===== config.mk =====
export PLATFORM = sky130hd
export DESIGN_NAME = gf180mcu_fd_sc_mcu9t5v0__bufz_arb
export DESIGN_NICKNAME = d
export VERILOG_FILES = /design/src/rtl/gf180mcu_fd_sc_mcu9t5v0__bufz_arb_pkg.sv /design/src/rtl/gf180mcu_fd_sc_mcu9t5v0__bufz_arb_rr_pick.sv /design/src/rtl/gf180mcu_fd_sc_mcu9t5v0__bufz_arb.sv
export SDC_FILE = /design/constraint.sdc
export NUM_CORES = 1
export LEC_CHECK = 0
export BUFFER_PORTS_ARGS = -buffer_cell sky130_fd_sc_hd__buf_2
export CAP_MARGIN = 20
export CORE_AREA = 2 2 55 57
export DETAILED_ROUTE_END_ITERATION = 16
export DIE_AREA = 0 0 57 59
export PLACE_DENSITY = 0.65
export SLEW_MARGIN = 25
export SYNTH_ARGS = -nofsm -noshare
export SYNTH_HDL_FRONTEND = slang
export SYNTH_SLANG_ARGS = --single-unit

===== constraint.sdc =====
create_clock -name CLK -period 2.5 [get_ports CLK]
set_input_delay 0.375 -clock CLK [delete_from_list [all_inputs] [get_ports CLK]]
set_output_delay 0.375 -clock CLK [all_outputs]
set_load 0.02 [all_outputs]

===== src/rtl/gf180mcu_fd_sc_mcu9t5v0__bufz_arb_pkg.sv =====
// Shared types and limits for the bufz tristate-net arbiter.
// Holds the FSM state encoding, counter widths and the legal parameter ranges.
package gf180mcu_fd_sc_mcu9t5v0__bufz_arb_pkg;

    localparam int STATE_W = 2;
    localparam int HOLD_W  = 8;
    localparam int TURN_W  = 3;

    localparam int N_REQ_MIN      = 2;
    localparam int N_REQ_MAX      = 16;
    localparam int TURNAROUND_MIN = 1;
    localparam int TURNAROUND_MAX = 7;
    localparam int MAX_HOLD_MIN   = 1;
    localparam int MAX_HOLD_MAX   = 255;

    typedef enum logic [STATE_W-1:0] {
        IDLE  = 2'd0,
        GRANT = 2'd1,
        TURN  = 2'd2
    } arb_state_e;

endpackage


===== src/rtl/gf180mcu_fd_sc_mcu9t5v0__bufz_arb_rr_pick.sv =====
// Combinational round-robin picker: first set req bit searching upward
// from base, wrapping at N_REQ.
module gf180mcu_fd_sc_mcu9t5v0__bufz_arb_rr_pick #(
    parameter int N_REQ = 4,
    parameter int IW    = $clog2(N_REQ)
) (
    input  logic [N_REQ-1:0] req,
    input  logic [IW-1:0]    base,
    output logic             valid,
    output logic [IW-1:0]    index
);

    logic [IW-1:0] cand;

    always_comb begin
        valid = 1'b0;
        index = '0;
        cand  = '0;
        for (int unsigned i = 0; i < N_REQ; i++) begin
            cand = IW'((32'(base) + i) % N_REQ);
            if (!valid && req[cand]) begin
                valid = 1'b1;
                index = cand;
            end
        end
    end

endmodule


===== src/rtl/gf180mcu_fd_sc_mcu9t5v0__bufz_arb.sv =====
// Arbiter for N_REQ bufz drivers sharing one tristate net: one-hot enables,
// forced rotation after MAX_HOLD cycles, TURNAROUND dead cycles between owners.
module gf180mcu_fd_sc_mcu9t5v0__bufz_arb
    import gf180mcu_fd_sc_mcu9t5v0__bufz_arb_pkg::*;
#(
    parameter int N_REQ      = 4,
    parameter int TURNAROUND = 1,
    parameter int MAX_HOLD   = 16
) (
    input  logic                     CLK,
    input  logic                     RN,
    input  logic [N_REQ-1:0]         REQ,
    output logic [N_REQ-1:0]         EN,
    output logic [N_REQ-1:0]         GNT,
    output logic [$clog2(N_REQ)-1:0] OWNER,
    output logic                     BUSY
);

    localparam int OW = $clog2(N_REQ);

    if (N_REQ < N_REQ_MIN || N_REQ > N_REQ_MAX ||
        TURNAROUND < TURNAROUND_MIN || TURNAROUND > TURNAROUND_MAX ||
        MAX_HOLD < MAX_HOLD_MIN || MAX_HOLD > MAX_HOLD_MAX) begin : g_param_check
        $error("bufz_arb: parameter out of range");
    end

    arb_state_e        state_q, state_d;
    logic [OW-1:0]     owner_q, owner_d;
    logic [OW-1:0]     base_q, base_d;
    logic [HOLD_W-1:0] hold_q, hold_d;
    logic [TURN_W-1:0] turn_q, turn_d;
    logic [N_REQ-1:0]  en_q, en_d;
    logic              busy_q, busy_d;

    logic              pick_valid;
    logic [OW-1:0]     pick_idx;
    logic [N_REQ-1:0]  owner_mask;
    logic              owner_drop, hold_expired, arbitrate;

    gf180mcu_fd_sc_mcu9t5v0__bufz_arb_rr_pick #(
        .N_REQ (N_REQ),
        .IW    (OW)
    ) u_rr_pick (
        .req   (REQ),
        .base  (base_q),
        .valid (pick_valid),
        .index (pick_idx)
    );

    always_comb begin
        owner_mask          = '0;
        owner_mask[owner_q] = 1'b1;
        owner_drop          = !REQ[owner_q];
        hold_expired        = (hold_q == HOLD_W'(MAX_HOLD)) && |(REQ & ~owner_mask);

        state_d   = state_q;
        owner_d   = owner_q;
        base_d    = base_q;
        hold_d    = hold_q;
        turn_d    = turn_q;
        arbitrate = 1'b0;

        unique case (state_q)
            IDLE: arbitrate = 1'b1;
            GRANT: begin
                // A simultaneous drop and expiry is one release, hence the single branch.
                if (owner_drop || hold_expired) begin
                    state_d = TURN;
                    turn_d  = TURN_W'(TURNAROUND - 1);
                    hold_d  = '0;
                end else if (hold_q != HOLD_W'(MAX_HOLD)) begin
                    hold_d = hold_q + HOLD_W'(1);
                end
            end
            TURN: begin
                if (turn_q == '0) arbitrate = 1'b1;
                else              turn_d    = turn_q - TURN_W'(1);
            end
            default: state_d = IDLE;
        endcase

        if (arbitrate) begin
            turn_d = '0;
            if (pick_valid) begin
                state_d = GRANT;
                owner_d = pick_idx;
                base_d  = (pick_idx == OW'(N_REQ - 1)) ? '0 : pick_idx + OW'(1);
                hold_d  = HOLD_W'(1);
            end else begin
                state_d = IDLE;
            end
        end

        en_d = '0;
        if (state_d == GRANT) en_d[owner_d] = 1'b1;
        busy_d = (state_d != IDLE);
    end

    always_ff @(posedge CLK) begin
        if (!RN) begin
            state_q <= IDLE;
            owner_q <= '0;
            base_q  <= '0;
            hold_q  <= '0;
            turn_q  <= '0;
            en_q    <= '0;
            busy_q  <= 1'b0;
        end else begin
            state_q <= state_d;
            owner_q <= owner_d;
            base_q  <= base_d;
            hold_q  <= hold_d;
            turn_q  <= turn_d;
            en_q    <= en_d;
            busy_q  <= busy_d;
        end
    end

    assign EN    = en_q;
    assign GNT   = en_q;
    assign OWNER = owner_q;
    assign BUSY  = busy_q;

endmodule


==> qor.yml, run 1 <==
timing:
  rsz0062_at_grt: "no"
  relSlewSlack: 0.533
  post-route-period-util: 0.781
  period_needed_ps: 1950
  setup_viol: 0
  maxSlewViolCount: 0
  final-hold-violation-count: 0
  setup_slack_ps: 547
  finClkSkew_ps: 4.84
  maxClockFrequency_mhz: 512
  tns_ps: 0
  holdWs_ps: 389
  worst_slew_pin_slew_ps: 701
cts:
  clk_latency_ps: 310
  clkSinkCount: 22
  cts_setup_buffers: 0
  cts_tree: "built"
  cts-buffers-inserted: 3
  path_clk_slew_ps: 120
  clockBufferDepth: 2
  postCtsResizedCells: 0
  cts_root_buf: "clkbuf_4"
  cts_max_level: 1
  hold_buffers: 0
yosys:
  ys_types: 39
  synth_edf_count: 0
  netlist_instances: 149
  synthSimpleGateAreaFrac: 0.245
  syn_nets: 159
  synth_fa_ha_area_frac: 0.0416
  avgSynthCellArea_um2: 8.07
  synthMuxAreaShare: 0.0271
  synthXorXnorAreaFrac: 0.00728
  ys_warn_count: 0
  synth_seq_cells: 22
  synthFlopType: "dfxtp_1"
  ys_seq_area_frac: 0.366
  synth_compound_area_frac: 0.243
  synthArstFlopShare: 0
  syn_area_um2: 1200
  synth_top_family_by_area: "simple AND/OR/NAND/NOR gates"
place:
  place_worst_setup_slack_ps: 558
  io_buffer_count: 16
  placed_cells: 191
  gp_congestion: 0.830
  dpl.hpwl_um: 1990
  place_area_um2: 1290
global_route:
  grt_use_total: 0.161
  grt_max_degree: 13
  grt_busiest_layer: "met2"
  gr-total-overflow: 0
  grt_util_met2: 0.291
  grt_pass1_vias: 1011
  grt_util_met1: 0.192
  antenna_found_initial: 0
  grt_pass1_wl_um: 4220
  met3_usage: 0.0459
floorplanning:
  die-height_um: 59
  io_pins: 17
  dieArea_um2: 3360
  start_util: 0.444
  num_rows: 19
  coreArea_um2: 2710
  fp.dieW_um: 57
critical_path:
  cp-start-kind: "register"
  setup.worst_path.end_class: "register"
  worstSetupPathType: "reg -> reg"
  path_max_fanout: 7
  cp.arrival_ps: 2150
  cp_data_required_time_ps: 2690
detailed_routing:
  wl_per_cell_um: 13.1
  first_iter_violations: 44
  drtAntennaViolNets: 0
  dr.pass1.iters: 4
  vias_per_cell: 5.60
  wirelength_um: 2550
  via_count: 1092
  drc_errors: 0
final_layout:
  multi_input_area_um2: 678
  finish.instance_area_um2: 1330
  n_fill_cell: 284
  final_cells: 195
  synthToLayoutAreaGrowth_pct: 10.6
  ff_latch_area_um2: 440
  drive_gt1_frac: 0.165
  antenna_cells: 0
  post-route-util: 0.491
  layout.nets: 175
run_status:
  run_status: "complete, no violations"
power_and_ir_drop:
  power_density_nw_per_um2: 601
  power_leakage_nw: 0.515
  power_mw: 0.799
  peakVddDrop_mv: 0.435
min_path:
  hp-class: "in -> reg"
flow_run:
  cap_violations: 0
-- power breakdown --
| group | internal, mW | switching (mW) | total [mW] |
|---|---|---|---|
| Clock | 0.0889 | 0.108 | 0.197 |
| Combinational | 0.0784 | 0.125 | 0.203 |
| Sequential | 0.374 | 0.0244 | 0.399 |
-- placed cells by master (no fill, tap or decap), types with 2 or more instances in the layout --
| cell | netlist | final |
|---|---|---|
| nor4_1 | 2 | 2 |
| nand3_1 | 8 | 8 |
| nor2_1 | 15 | 15 |
| or3_1 | 3 | 3 |
| nor2b_1 | 4 | 4 |
| a2111oi_0 | 2 | 2 |
| o22ai_1 | 2 | 2 |
| buf_4 | 4 | 2 |
| o21ai_0 | 9 | 9 |
| nand2b_1 | 4 | 4 |
| a31oi_1 | 3 | 3 |
| nand2_1 | 16 | 16 |
| o21a_1 | 2 | 2 |
| a21oi_1 | 11 | 11 |
| buf_2 | 1 | 16 |
| a21boi_0 | 2 | 2 |
| clkbuf_4 | 0 | 3 |
| nor3_1 | 3 | 3 |
| dfxtp_1 | 22 | 22 |
| a21o_1 | 2 | 2 |
| inv_1 | 11 | 11 |
| ha_1 | 4 | 4 |
-- synthesized netlist by cell type, drive strengths merged, types with 2 or more instances --
| cell type | instances | area [um^2] |
|---|---|---|
| clkbuf | 2 | 7.51 |
| ha | 4 | 50.1 |
| nand3 | 8 | 40.0 |
| nor3 | 4 | 25.0 |
| buf | 5 | 35.0 |
| dfxtp | 22 | 440 |
| nor2 | 15 | 56.3 |
| nand2 | 16 | 60.1 |
| a21oi | 11 | 55.1 |
| o21a | 2 | 15.0 |
| a21o | 2 | 15.0 |
| a31oi | 4 | 31.3 |
| o21ai | 9 | 45.0 |
| nor4 | 2 | 12.5 |
| or3 | 3 | 18.8 |
| nand2b | 4 | 25.0 |
| nor2b | 4 | 25.0 |
| inv | 11 | 41.3 |
| a2111oi | 2 | 17.5 |
| a21boi | 2 | 15.0 |
| o22ai | 2 | 12.5 |
-- final timing paths --
check,from,endpoint,slack (ps),cells after the start
worst min register to register,turn_q[0],turn_q[0],510,2
worst max register to register,turn_q[0],turn_q[2],550,7
worst max-delay path,turn_q[0],turn_q[2],550,7
worst min-delay path,RN,state_q[0],390,2
-- final cells by class --
cell class / count / area share
timing repair buffer: 18 / 0.0715
tap: 31 / 0.0292
sequential: 22 / 0.331
multi-input combinational: 109 / 0.510
inverter: 11 / 0.0310
clock buffer: 4 / 0.0273
-- layer usage --
metal / wire, um / part of all wire
met5: 0 / 0
met1: 1210 / 0.47
met4: 16 / 0.0063
met3: 97 / 0.038
met2: 1230 / 0.48
-- state kept, by name, indices dropped and copies added (netlist names) --
register  count
BUSY          1
EN            4
OWNER         2
base_q        2
hold_q        8
state_q       2
turn_q        3
-- cell families after synthesis --
kind of cell,Yosys count
multiplexers,2
XOR/XNOR,1
AO/OA/AOI/OAI,42
flip-flops,22
buffers and inverters,18
adder cells (fa/ha/maj),4
AND/OR/NAND/NOR,60
-- critical path: stages (launching register included) --
cell and delay [ps]:
dfxtp_1 350, inv_1 60, ha_1 200, ha_1 180, nor2b_1 200, nor2b_1 400
nor2_1 80, a2111oi_0 380
No activity file was read; power rests on OpenSTA's default activity.
==> run 2, diff against run 1 <==
ABC_AREA = 1   (was unset)
CORE_AREA = 2 2 60 62   (was 2 2 55 57)
DIE_AREA = 0 0 62 64   (was 0 0 57 59)
PLACE_DENSITY = 0.64   (was 0.65)
clock period = 1.8 ns   (was 2.5 ns; I/O delays follow)
==> qor.yml, run 2 <==
run_status:
  run_status: "complete, no violations"
final_layout:
  drive_gt1_frac: 0.203  # +0.0379
  layout_common_cells: "67 x nand2_1, 28 x inv_1, 22 x dfxtp_1, 22 x nor2_1, 16 x buf_2"
  final_common_cell: "nand2_1"
  n_fill_cell: 353  # +24%
  synthToLayoutAreaGrowth_pct: 12.0
  layout.nets: 248  # +42%
  antenna_cells: 0  # unchanged
  largest-register: "hold_q"
  largest_reg_flops: 8  # unchanged
timing:
  rsz0062_at_grt: "no"
  maxSlewViolCount: 0  # unchanged
  relSlewSlack: 0.819  # +0.286
  setup_viol: 0  # unchanged
  setup_slack_ps: 188  # -359 ps
  finClkSkew_ps: 7.38  # +2.54 ps
  post-route-period-util: 0.895  # +0.114
  tns_ps: 0  # unchanged
  worst_slew_pin_slew_ps: 270  # -430 ps
  maxClockFrequency_mhz: 620  # +21%
  period_needed_ps: 1610  # -341 ps
  final-hold-violation-count: 0  # unchanged
cts:
  cts_max_level: 1  # unchanged
  clk_latency_ps: 310  # about the same
  clockBufferDepth: 2  # unchanged
  cts-buffers-inserted: 3  # unchanged
  hold_buffers: 0  # unchanged
  cts_tree: "built"
  cts_root_buf: "clkbuf_4"
  clkSinkCount: 22  # unchanged
  path_clk_slew_ps: 120  # about the same
yosys:
  yosysTopAreaCellShare: 0.312  # -0.0548
  synthFlopType: "dfxtp_1"
  netlist_instances: 218  # +46%
  ys_seq_area_frac: 0.312  # -0.0548
  syn_nets: 228  # +43%
  avgSynthCellArea_um2: 6.49  # -20%
  ys_warn_count: 0  # unchanged
  ys_types: 28  # -28%
  synth_area_leaders: "dfxtp_1 31%, nand2_1 18%, inv_1 7.4%"
  synth_edf_count: 0  # unchanged
  synth_seq_cells: 22  # unchanged
  yosysMostFrequentCell: "nand2_1"
  synth_common_cells: "68 x nand2_1, 28 x inv_1, 22 x dfxtp_1, 22 x nor2_1, 14 x nand3_1"
  syn_area_um2: 1410  # +18%
  synth_largest_area_cell: "dfxtp_1"
  synthArstFlopShare: 0  # unchanged
power_and_ir_drop:
  seq_power_share: 0.282  # -0.217
  power_density_nw_per_um2: 1470  # +140%
  cell_internal_pwr_mw: 1.19  # +120%
  power_mw: 2.32  # +190%
  power_switching_mw: 1.13  # +340%
  switching_share: 0.488  # +0.166
  peakVddDrop_mv: 0.598  # +37%
  power_leakage_nw: 0.798  # +55%
  combPwrFrac: 0.600  # +0.345
  clkPwrFrac: 0.118  # -0.129
place:
  place_worst_setup_slack_ps: 209  # -348 ps
  gp_congestion: 0.864  # +4.1%
  io_buffer_count: 16  # unchanged
  dpl.hpwl_um: 2180  # +9.6%
global_route:
  gr-total-overflow: 0  # unchanged
  antenna_found_initial: 0  # unchanged
  grt_max_degree: 13  # unchanged
  grt_pass1_vias: 1152  # +14%
  grt_use_total: 0.155  # -0.00512
  grt_pass1_wl_um: 4770  # +13%
detailed_routing:
  via_count: 1271  # +16%
  first_iter_violations: 42  # -4.5%
  wl_per_cell_um: 9.48  # -28%
  drtAntennaViolNets: 0  # unchanged
  dr.pass1.iters: 4  # unchanged
  vias_per_cell: 4.49  # -20%
  wirelength_um: 2680  # +5.0%
  drc_errors: 0  # unchanged
floorplanning:
  io_pins: 17  # unchanged
  coreArea_um2: 3280  # +21%
  num_rows: 21  # +2
  fp.dieW_um: 62  # +8.8%
  dieArea_um2: 3970  # +18%
  die-height_um: 64  # +8.5%
  start_util: 0.430  # -0.0132
critical_path:
  cp.arrival_ps: 1820  # -330 ps
  cp_data_required_time_ps: 2010  # -680 ps
  worstSetupPathType: "reg -> reg"
  setup.worst_path.end_class: "register"
  cp-start-kind: "register"
  path_max_fanout: 4  # -3
min_path:
  hp-class: "in -> reg"
flow_run:
  cap_violations: 0  # unchanged
==> run 2: cell count changes after synthesis, moves of 4 or more <==
cell,before,now
inv_1,11,28
nand2_1,16,68
nand2_2,0,13
o21ai_0,9,4
nor2_1,15,22
nor2b_1,4,0
nand3_1,8,14
nand2b_1,4,0
==> run 2: final cells by class <==
| cell class | instances | area (um^2) | share of cell area |
|---|---|---|---|
| Clock buffer | 4 | 36.3 | 0.0229 |
| Inverter | 31 | 124 | 0.0782 |
| Multi-Input combinational cell | 159 | 796 | 0.502 |
| Sequential cell | 22 | 440 | 0.278 |
| Tap cell | 46 | 57.6 | 0.0363 |
| Timing Repair Buffer | 21 | 130 | 0.0821 |
==> run 2: worst max-delay path, stage by stage (launching register included) <==
cell,delay [ps]
dfxtp_1,320
inv_1,70
ha_1,150
ha_1,130
inv_1,50
a21oi_1,220
nand2_2,120
buf_4,170
nor2_1,90
nand3_1,70
nand2_1,70
nor2_1,40
==> run 2: power groups by stage <==
stage                     clock, mW  sequential, mW  combinational (mW)
final                         0.274           0.654                1.39
after global routing          0.306           0.668                1.59
after CTS                     0.283           0.654                1.40
after detailed placement          0           0.666                1.40
after global placement            0           0.665                1.40
after floorplan                   0           0.726                1.05
==> run 2: final timing paths <==
path	start	to	slack, ps	cells after the start
max	turn_q[0]	base_q[1]	190	11
min reg2reg	turn_q[1]	turn_q[1]	480	2
min	RN	EN[1]	270	3
max reg2reg	turn_q[0]	base_q[1]	190	11
==> run 2: what timing repair did <==
action / in CTS / in global routing
buffers inserted: 0 / 0
endpoints found under the setup margin: 0 / 2
resized for setup: 0 / 1
==> run 2: per-stage QoR <==
stage / utilization / hold WS [ps] / instance area, um^2 / instances
final: 0.482 / 268 / 1580 / 283
after global routing: 0.482 / 274 / 1580 / 283
after CTS: 0.482 / 261 / 1580 / 283
after detailed placement: 0.470 / 457 / 1550 / 279
after global placement: 0.470 / 457 / 1550 / 279
after floorplan: - / 434 / 1410 / 218
==> run 2: cell families (layout without fill, tap and decap cells) <==
logic type / after synthesis / count (layout) / share of synthesized area
AOI/OAI and AO/OA: 24 / 24 / 0.0947
xor gates and xnor gates: 4 / 4 / 0.0248
adders and majority gates: 4 / 4 / 0.0354
buffers and inverters: 37 / 56 / 0.127
DFF: 22 / 22 / 0.312
and+or+nand+nor: 127 / 127 / 0.406
==> run 2: per-layer routing <==
| layer | part of all wire | routed length (um) | GRT usage |
|---|---|---|---|
| met5 | 0 | 0 | 0 |
| met1 | 0.51 | 1380 | 0.207 |
| met2 | 0.44 | 1180 | 0.246 |
| met3 | 0.037 | 98 | 0.0385 |
| met4 | 0.010 | 28 | 0.0399 |
==> run 3, diff against run 2 <==
clock period = 1.5 ns   (was 1.8 ns; I/O delays follow)
==> qor.yml, run 3 (synthesized netlist as in run 2, its figures left out) <==
power_and_ir_drop:
  power_density_nw_per_um2: 1800  # +23%
  combPwrFrac: 0.652  # +0.052
  clkPwrFrac: 0.126  # +0.008
  cell_internal_pwr_mw: 1.95  # +64%
  power_switching_mw: 1.64  # +45%
  seq_power_share: 0.222  # -0.060
  switching_share: 0.457  # -0.0311
  power_leakage_nw: 0.954  # +19%
  power_mw: 3.59  # +54%
  peakVddDrop_mv: 0.794  # +33%
critical_path:
  cp_slowest_stage_delay_ps: 380  # +60 ps
  path_max_fanout: 9  # +5
  worstSetupPathType: "reg -> reg"
  cp_data_required_time_ps: 1720  # -290 ps
  worstPathCellList: "buf_12 > inv_8 > nand2_2 > nand3_1 > nand2_1 > inv_1 > nand3_2 > nand2_4 > buf_6 > nand2_4 > nand4_1 > nor2_1"
  cp.arrival_ps: 1840  # +20 ps
  crit_slowest_cell: "dfxtp_4"
  cp-start-kind: "register"
  worst_path_most_repeated_cell: "nand2_4"
  setup.worst_path.end_class: "register"
  crit_family: "simple AND/OR/NAND/NOR gates"
  path_buf_inv: 4  # +1
  r2r_setup_slack_ps: -110  # -300 ps
floorplanning:
  fp.dieW_um: 62  # unchanged
  coreArea_um2: 3280  # unchanged
  io_pins: 17  # unchanged
  start_util: 0.430  # unchanged
  num_rows: 21  # unchanged
  die-height_um: 64  # unchanged
  dieArea_um2: 3970  # unchanged
cts:
  clk_latency_ps: 310  # about the same
  cts-buffers-inserted: 3  # unchanged
  cts_tree: "built"
  cts_root_buf: "clkbuf_4"
  clkSinkCount: 22  # unchanged
  path_clk_slew_ps: 130  # about the same
  cts_max_level: 1  # unchanged
  clockBufferDepth: 2  # unchanged
detailed_routing:
  dr.pass1.iters: 4  # unchanged
  drc_errors: 0  # unchanged
  first_iter_violations: 82  # +95%
  wl_per_cell_um: 10.5  # +10%
  drtAntennaViolNets: 0  # unchanged
  via_count: 1472  # +16%
  vias_per_cell: 4.78  # +6.4%
  wirelength_um: 3220  # +20%
timing:
  maxSlewViolCount: 0  # unchanged
  relSlewSlack: 0.786  # -0.0331
  holdWs_ps: 246  # -22.1 ps
  period_needed_ps: 1610  # +0.448 ps
  final-hold-violation-count: 0  # unchanged
  finClkSkew_ps: 13.7  # +6.36 ps
  setup_viol: 15  # +15
  worst_slew_pin_slew_ps: 319  # +48.6 ps
  maxClockFrequency_mhz: 620  # about the same
  rsz0062_at_grt: "yes"
  post-route-period-util: 1.07  # +0.179
  setup_slack_ps: -112  # -300 ps
final_layout:
  layout_common_cells: "58 x nand2_1, 25 x buf_4, 22 x inv_1"
  final_common_cell: "nand2_1"
  n_fill_cell: 316  # -10%
  layout.nets: 273  # +10%
  largest_reg_flops: 8  # unchanged
  drive_gt1_frac: 0.427  # +0.225
  largest-register: "hold_q"
  final_cells: 308  # +8.8%
  post-route-util: 0.607  # +0.125
  synthToLayoutAreaGrowth_pct: 41.0
  antenna_cells: 0  # unchanged
global_route:
  grt_pass1_wl_um: 5220  # +9.4%
  grt_use_total: 0.170  # +0.0143
  antenna_found_initial: 0  # unchanged
  grt_pass1_vias: 1294  # +12%
  grt_max_degree: 14  # +1
  gr-total-overflow: 0  # unchanged
place:
  io_buffer_count: 16  # unchanged
  gp_congestion: 0.906  # +4.8%
  placed_cells: 298  # +6.8%
  place_worst_setup_slack_ps: -118  # -327 ps
  dpl.hpwl_um: 2300  # +5.5%
run_status:
  run_status: "finished with violations"
  failed_checks: "setup timing"
min_path:
  hp-class: "in -> reg"
flow_run:
  cap_violations: 0  # unchanged
## run 3: cell types whose count changed in the layout (fill, tap and decap cells not counted), sizes merged
| cell | previous run | this run |
|---|---|---|
| buf | 21 | 45 |
| bufinv | 0 | 1 |
## run 3: final timing paths
check | depth (start not counted) | to | from
max | 12 | EN[3] | base_q[0]
min | 3 | hold_q[7] | RN
max reg2reg | 12 | EN[3] | base_q[0]
min reg2reg | 2 | turn_q[1] | turn_q[1]
## run 3: area by class of cell
class | instances | area (um^2) | area share
tap | 46 | 57.6 | 0.0289
clock buffer | 3 | 22.5 | 0.0113
sequential | 22 | 449 | 0.225
clock inverter | 1 | 30.0 | 0.0151
timing repair buffer | 46 | 347 | 0.174
multi-input combinational | 159 | 961 | 0.482
inverter | 31 | 126 | 0.0634
## run 3: per-stage QoR
step	setup TNS, ps	cell area [um^2]
detailed placement	-1030	1690
CTS	-514	1810
finish	-1100	1990
global route	-2750	1990
global placement	-813	1690
floorplan	0	1420
## run 3: per-layer routing
layer  track usage  vias to the layer above  wire, um
met4        0.0319                        0        17
met1         0.208                      677      1470
met5             0                        -         0
met3        0.0364                        2        91
met2         0.297                       18      1640
li1              -                      775         -
## run 3: power by group through the flow
stage                     Combinational [mW]  Sequential, mW  Clock, mW
after CTS                               2.03           0.777      0.464
after global placement                  1.89           0.782          0
after detailed placement                1.90           0.785          0
final                                   2.34           0.795      0.453
after global routing                    2.58           0.815      0.496
after floorplan                         1.26           0.874          0
## run 3: repair_timing
action,CTS,global route
gates cloned,0,1
endpoints found under the setup margin,18,21
pin swaps,2,13
hold buffers,0,0
gates resized for setup,18,40
setup buffers,2,4
## run 3: worst min-delay path: cells and delay by family
family	cells	cell delay (ps)
compound gates	1	40
buf+inv	1	150
simple gates	1	120
